--- src/rtl/tpu_uart_pkg.sv ---
// Shared types and constants for the UART transmit path inside tpu_top.
//   arb_state_t   : arbiter FSM state (IDLE / GRANT0 / GRANT1)
//   NUM_ARB_PORTS : number of packet sources sharing the TX channel
//   BYTE_W        : width of one UART byte
//   grant_onehot  : maps an arbiter state to its one-hot grant vector
package tpu_uart_pkg;

    localparam int NUM_ARB_PORTS = 2;
    localparam int BYTE_W        = 8;

    typedef enum logic [1:0] {
        IDLE   = 2'd0,
        GRANT0 = 2'd1,
        GRANT1 = 2'd2
    } arb_state_t;

    function automatic logic [NUM_ARB_PORTS-1:0] grant_onehot(input arb_state_t s);
        logic [NUM_ARB_PORTS-1:0] g;
        g = '0;
        case (s)
            GRANT0:  g = 2'b01;
            GRANT1:  g = 2'b10;
            default: g = 2'b00;
        endcase
        return g;
    endfunction

endpackage

--- src/rtl/tx_hold_reg.sv ---
// One-entry output register between the arbiter and the UART TX serializer.
// Ports:
//   clk, rst_n  : clock, asynchronous active-low reset
//   load_i      : a byte is accepted from the granted source this cycle
//   data_i      : the accepted byte
//   tx_ready_i  : serializer takes the held byte this cycle
//   tx_data_o   : held byte
//   tx_valid_o  : held byte is valid
module tx_hold_reg
    import tpu_uart_pkg::*;
(
    input  logic              clk,
    input  logic              rst_n,
    input  logic              load_i,
    input  logic [BYTE_W-1:0] data_i,
    input  logic              tx_ready_i,
    output logic [BYTE_W-1:0] tx_data_o,
    output logic              tx_valid_o
);

    logic [BYTE_W-1:0] data_q;
    logic              valid_q;

    // A load in the same cycle as a drain replaces the entry, which is what
    // gives back-to-back bytes at full rate.
    always_ff @(posedge clk or negedge rst_n) begin
        if (!rst_n) begin
            data_q  <= '0;
            valid_q <= 1'b0;
        end else if (load_i) begin
            data_q  <= data_i;
            valid_q <= 1'b1;
        end else if (tx_ready_i) begin
            valid_q <= 1'b0;
        end
    end

    assign tx_data_o  = data_q;
    assign tx_valid_o = valid_q;

endmodule

--- src/rtl/uart_tx_arbiter.sv ---
// Packet arbiter sharing the UART TX byte channel between the command-response
// path (port 0, priority) and the debug/telemetry streamer (port 1).
// Whole packets are granted; port 1 is guaranteed a grant after MAX_CONSEC
// back-to-back port-0 packets, and a source that goes silent mid-packet loses
// its grant after TIMEOUT_CYCLES idle cycles.
// Ports:
//   clk, rst_n                         : clock, asynchronous active-low reset
//   req0_* / req1_*                    : source byte channels (data/valid/last/ready)
//   tx_data, tx_valid, tx_ready        : byte channel to the serializer
//   grant_dbg                          : one-hot current grant, 00 = idle
//   timeout_pulse, timeout_cnt         : forced-release strobe and saturating count
//
// state  | meaning
// IDLE   | no grant; arbitrate on current valids
// GRANT0 | port 0 owns the channel until its last byte or a timeout
// GRANT1 | port 1 owns the channel until its last byte or a timeout
module uart_tx_arbiter
    import tpu_uart_pkg::*;
#(
    parameter int MAX_CONSEC     = 4,
    parameter int TIMEOUT_CYCLES = 1_000_000,
    parameter int CNT_W          = 8
) (
    input  logic                     clk,
    input  logic                     rst_n,
    input  logic [BYTE_W-1:0]        req0_data,
    input  logic                     req0_valid,
    input  logic                     req0_last,
    output logic                     req0_ready,
    input  logic [BYTE_W-1:0]        req1_data,
    input  logic                     req1_valid,
    input  logic                     req1_last,
    output logic                     req1_ready,
    output logic [BYTE_W-1:0]        tx_data,
    output logic                     tx_valid,
    input  logic                     tx_ready,
    output logic [NUM_ARB_PORTS-1:0] grant_dbg,
    output logic                     timeout_pulse,
    output logic [CNT_W-1:0]         timeout_cnt
);

    localparam int IDLE_W   = (TIMEOUT_CYCLES > 1) ? $clog2(TIMEOUT_CYCLES) : 1;
    localparam int STARVE_W = $clog2(MAX_CONSEC + 1);
    localparam logic [IDLE_W-1:0]   IDLE_LIMIT = IDLE_W'(TIMEOUT_CYCLES - 1);
    localparam logic [STARVE_W-1:0] STARVE_MAX = STARVE_W'(MAX_CONSEC);

    arb_state_t          state_q, state_d;
    logic [STARVE_W-1:0] starve_cnt_q, starve_cnt_d;
    logic [IDLE_W-1:0]   idle_cnt_q, idle_cnt_d;
    logic                timeout_pulse_q, timeout_pulse_d;
    logic [CNT_W-1:0]    timeout_cnt_q, timeout_cnt_d;

    logic              out_free;
    logic              accept0, accept1, accept;
    logic              acc_last;
    logic              gnt_valid;
    logic [BYTE_W-1:0] acc_data;

    // The output entry can take a byte if it is empty or draining this cycle.
    assign out_free   = !tx_valid || tx_ready;
    assign req0_ready = (state_q == GRANT0) && out_free;
    assign req1_ready = (state_q == GRANT1) && out_free;
    assign accept0    = req0_valid && req0_ready;
    assign accept1    = req1_valid && req1_ready;
    assign accept     = accept0 || accept1;
    assign acc_data   = accept1 ? req1_data : req0_data;
    assign acc_last   = accept1 ? req1_last : req0_last;
    assign gnt_valid  = (state_q == GRANT1) ? req1_valid : req0_valid;

    always_comb begin
        state_d         = state_q;
        starve_cnt_d    = starve_cnt_q;
        idle_cnt_d      = '0;
        timeout_pulse_d = 1'b0;
        timeout_cnt_d   = timeout_cnt_q;
        case (state_q)
            IDLE: begin
                if (req0_valid && req1_valid) begin
                    state_d = (starve_cnt_q == STARVE_MAX) ? GRANT1 : GRANT0;
                end else if (req0_valid) begin
                    state_d = GRANT0;
                end else if (req1_valid) begin
                    state_d = GRANT1;
                end
                // A port-0 grant only counts against fairness if port 1 was waiting.
                if (state_d == GRANT1) begin
                    starve_cnt_d = '0;
                end else if (state_d == GRANT0 && req1_valid && starve_cnt_q != STARVE_MAX) begin
                    starve_cnt_d = starve_cnt_q + 1'b1;
                end
            end
            GRANT0, GRANT1: begin
                if (accept && acc_last) begin
                    state_d = IDLE;
                end else if (!gnt_valid) begin
                    // Only a silent source ages the lock; a serializer stall with
                    // valid held high keeps idle_cnt at zero.
                    if (idle_cnt_q == IDLE_LIMIT) begin
                        state_d         = IDLE;
                        timeout_pulse_d = 1'b1;
                        if (timeout_cnt_q != {CNT_W{1'b1}}) begin
                            timeout_cnt_d = timeout_cnt_q + 1'b1;
                        end
                    end else begin
                        idle_cnt_d = idle_cnt_q + 1'b1;
                    end
                end
            end
            default: state_d = IDLE;
        endcase
    end

    always_ff @(posedge clk or negedge rst_n) begin
        if (!rst_n) begin
            state_q         <= IDLE;
            starve_cnt_q    <= '0;
            idle_cnt_q      <= '0;
            timeout_pulse_q <= 1'b0;
            timeout_cnt_q   <= '0;
        end else begin
            state_q         <= state_d;
            starve_cnt_q    <= starve_cnt_d;
            idle_cnt_q      <= idle_cnt_d;
            timeout_pulse_q <= timeout_pulse_d;
            timeout_cnt_q   <= timeout_cnt_d;
        end
    end

    tx_hold_reg u_hold (
        .clk        (clk),
        .rst_n      (rst_n),
        .load_i     (accept),
        .data_i     (acc_data),
        .tx_ready_i (tx_ready),
        .tx_data_o  (tx_data),
        .tx_valid_o (tx_valid)
    );

    assign grant_dbg     = grant_onehot(state_q);
    assign timeout_pulse = timeout_pulse_q;
    assign timeout_cnt   = timeout_cnt_q;

endmodule

--- config.mk ---
export PLATFORM = sky130hd
export DESIGN_NAME = uart_tx_arbiter
export DESIGN_NICKNAME = d
export VERILOG_FILES = /design/src/rtl/tpu_uart_pkg.sv /design/src/rtl/tx_hold_reg.sv /design/src/rtl/uart_tx_arbiter.sv
export SDC_FILE = /design/constraint.sdc
export NUM_CORES = 1
export LEC_CHECK = 0
export ABC_CLOCK_PERIOD_IN_PS = 3500
export CORE_ASPECT_RATIO = 1.25
export CORE_UTILIZATION = 41
export CTS_BUF_LIST = sky130_fd_sc_hd__clkbuf_2 sky130_fd_sc_hd__clkbuf_4 sky130_fd_sc_hd__clkbuf_8
export CTS_CLUSTER_DIAMETER = 200
export DETAILED_ROUTE_END_ITERATION = 7
export DONT_BUFFER_PORTS = 1
export PLACE_DENSITY = 0.53
export SYNTH_ARGS = -nofsm -noshare
export SYNTH_HDL_FRONTEND = slang
export SYNTH_SLANG_ARGS = --single-unit
export TNS_END_PERCENT = 100
--- constraint.sdc ---
create_clock -name clk -period 3.5 [get_ports clk]
set_clock_uncertainty 0.2 [all_clocks]
set_input_delay 0.7 -clock clk [delete_from_list [all_inputs] [get_ports clk]]
set_output_delay 0.7 -clock clk [all_outputs]
set_load 0.02 [all_outputs]
==> results.txt <==
Status: complete, no violations
Sw Share: 37.0%
Hpwl dp: 3020 um
Syn Nets: 258
Leak: 1.07 nW
Starting DRT DRC Count: 27
Via count: 1593
YS warnings: 0
Filler instances: 502
Worst-Skew Late Latency: 300 ps
Post-route ant nets: 0
Worst-path cell chain: inv_1 > ha_1 > and2_1 > o31a_1 > and2_0 > nand4_1 > mux2_1
Placer Congestion: 0.783
Clock power frac: 28.5%
# placed instances: 284
Detailed Route WL: 4240 um
Post-synth ARST share: 100%
Total global routing overflow: 0
CORE AREA: 5190 um2
Die Wd: 68.6 um
Root Buffer: clkbuf_8
CP arrival: 2370 ps
Drt via density: 5.44
Final WS setup: 1120 ps
Final slew viol count: 0
Syn-to-layout area delta: 9.91%
Syn avg cell area: 10.1 um2
First-pass GRT wire length: 7170 um
Internal Power: 0.00103 W
Worst setup path startpoint: state_q[0]$_DFFE_PN0P_
Final Critical Period: 2380 ps
WS Path Type: reg -> reg
Synth Instances: 226
Final Hold Vio Count: 0
Distinct cells, synth: 38
Synthesis-stage register bit count: 43
H-tree depth: 2
Clock tree from TritonCTS: built
Number of synthesized flops with an enable pin: 0
Reg clk slew, reported paths: 90 ps
Flop pwr share: 43.7%
Pin count of the biggest net entering global routing: 44
Fraction of layout cells with a size suffix above 1: 9.09%
DRC errors left: 0
Finished Layout Cells: 293
Critical Path End Type: flip-flop
Class of the tightest hold or removal check: in -> async
Num ports: 45
Reg-to-reg endpoint: timeout_cnt[6]$_DFFE_PN0P_
Final setup viols: 0
Sw Pwr: 0.000604 W
Crit path max fanout: 8
Slew Limit Headroom: 31.1%
Period utilization: 68.0%
FF-to-FF setup slack: 1120 ps
Max IR drop VDD: 203 uV
Combinational Power Share: 27.8%
Initial Utilization: 43.8%
Reg2Reg Depth: 7
CTS sink count: 43
I/O Buffers: 0
CP Launch Type: flip-flop
P per Cell Area: 653 nW/um2
Pre-Repair DR Iteration Count: 3
Part of the Yosys area used for sequential elements: 47.4%
Multi-input logic area: 1150 um2
Req. time, crit path: 3490 ps
WL/cell: 14.5 um
CP endpoint: timeout_cnt[6]$_DFFE_PN0P_
Top FF cell, synth: dfrtp_1
Vias in the first global route: 1626
CP peak stage delay: 400 ps
Initial antenna violation count: 0
Worst path slowest cell: dfrtp_1
Diode count: 0
Fin util: 48.1%
CTS resizes: 0
Worst flop-to-flop path startpoint: state_q[0]$_DFFE_PN0P_
Slew @ Worst Pin: 1030 ps
CTS max path bufs: 2
Pre-CTS setup slack: 1130 ps
Overall die height: 85.2 um
TritonCTS buffer count: 5
Peak Freq: 420 MHz
RSZ-0062 raised after global routing: no
Netlist Area Pre-Place: 2270 um2
Layout Nets: 262
Die area: 5850 um2
Fin Setup TNS: 0 ps
Maxcap violations: 0
Register Area: 1080 um2
GRT Total Usage: 16.5%
FP Rows: 29
==> cell families (layout without fill, tap and decap cells) <==
| family | count (synthesis) | after routing | share of synthesized area (%) |
|---|---|---|---|
| fa+ha+maj | 9 | 9 | 4.96 |
| flops | 43 | 43 | 47.4 |
| mux | 13 | 13 | 6.06 |
| simple gates | 108 | 108 | 26.1 |
| compound gates | 19 | 19 | 4.79 |
| xor+xnor | 23 | 23 | 8.87 |
| buf+inv | 11 | 16 | 1.87 |
==> through the flow <==
stage / power, W / hold WS, ps / instance area, um2
finish: 0.00163 / 29.4 / 2500
global route: 0.00177 / 25.3 / 2500
CTS: 0.00166 / 30.5 / 2500
detailed placement: 0.00117 / 205 / 2330
global placement: 0.00115 / 205 / 2330
floorplan: 0.00109 / 204 / 2270
==> area by class of cell <==
cell class / count / area share [%]
multi-input combinational: 172 / 46.2
timing repair buffer: 1 / 1.10
clock inverter: 3 / 2.71
tap: 62 / 3.11
clock buffer: 5 / 2.76
sequential: 43 / 43.1
inverter: 7 / 1.05
==> worst min-delay path by stage <==
stage,startpoint,endpoint,slack (ps),cells after the start
finish,rst_n,starve_cnt_q[2]$_DFFE_PN0P_,30,1
global placement,rst_n,starve_cnt_q[1]$_DFFE_PN0P_,210,0
global route,rst_n,u_hold.tx_data_o[4]$_DFFE_PN0P_,30,1
detailed placement,rst_n,starve_cnt_q[1]$_DFFE_PN0P_,210,0
CTS,rst_n,u_hold.tx_data_o[4]$_DFFE_PN0P_,30,1
floorplan,rst_n,idle_cnt_q[0]$_DFF_PN0_,200,0
==> power groups by stage <==
| stage | clock, W | sequential, W | combinational [W] |
|---|---|---|---|
| after floorplan | 0 | 0.000709 | 0.000384 |
| after global placement | 0 | 0.000722 | 0.000429 |
| after detailed placement | 0 | 0.000725 | 0.000447 |
| after CTS | 0.000479 | 0.000714 | 0.000463 |
| after global routing | 0.000503 | 0.000735 | 0.000531 |
| final | 0.000465 | 0.000713 | 0.000453 |
==> per-layer routing <==
| metal | wire, um | up-vias | part of all wire (%) | track usage [%] |
|---|---|---|---|---|
| met2 | 2090 | 36 | 49 | 27.8 |
| met4 | 79 | 0 | 1.9 | 7.39 |
| met3 | 238 | 7 | 5.6 | 4.30 |
| li1 | - | 784 | - | - |
| met1 | 1830 | 766 | 43 | 19.0 |
| met5 | 0 | - | 0 | 0 |
==> registers in the layout (all words and copies together) (netlist names) <==
register	flops
state_q	2
starve_cnt_q	3
idle_cnt_q	20
timeout_pulse	1
u_hold.tx_valid_o	1
u_hold.tx_data_o	8
timeout_cnt	8
==> what timing repair did <==
action | in CTS | in global routing
buffers inserted | 0 | 0
hold buffers | 1 | 0
hold endpoints to repair | 43 | 0
==> cell usage in the layout (no fill, tap or decap), types with 2 or more instances in the layout <==
master,n
a21boi_0,2
a21oi_1,11
and2_1,6
and3_1,6
and4_1,3
bufinv_16,2
clkbuf_8,5
dfrtp_1,43
ha_1,9
inv_1,7
mux2_1,2
mux2i_1,10
nand2_1,11
nand2b_1,3
nand3_1,11
nand4_1,11
nand4_2,2
nor2_1,39
nor2b_1,2
nor3_1,3
nor4b_2,2
o21ai_0,2
xnor2_1,10
xor2_1,13
==> synthesized netlist by cell type (3+ instances only) <==
cell / number / area share (%)
nand2_1: 11 / 1.8
xnor2_1: 10 / 3.9
clkbuf_1: 3 / 0.50
nor2_1: 39 / 6.4
ha_1: 9 / 5.0
nand3_1: 11 / 2.4
mux2i_1: 10 / 4.4
nand2b_1: 3 / 0.83
and3_1: 6 / 1.7
inv_1: 7 / 1.2
a21oi_1: 11 / 2.4
and4_1: 3 / 1.2
and2_1: 6 / 1.7
dfrtp_1: 43 / 47
nand4_1: 11 / 3.0
nor3_1: 3 / 0.66
xor2_1: 13 / 5.0
==> critical path, delay by kind of cell, from the launching register on <==
family	cells	cell delay, ps
flip-flops	1	400
adder cells (fa/ha/maj)	1	250
multiplexers	1	330
AO/OA/AOI/OAI	1	320
buffers and inverters	1	120
AND/OR/NAND/NOR	3	660
Note: power is estimated with default switching activity, not from simulation.
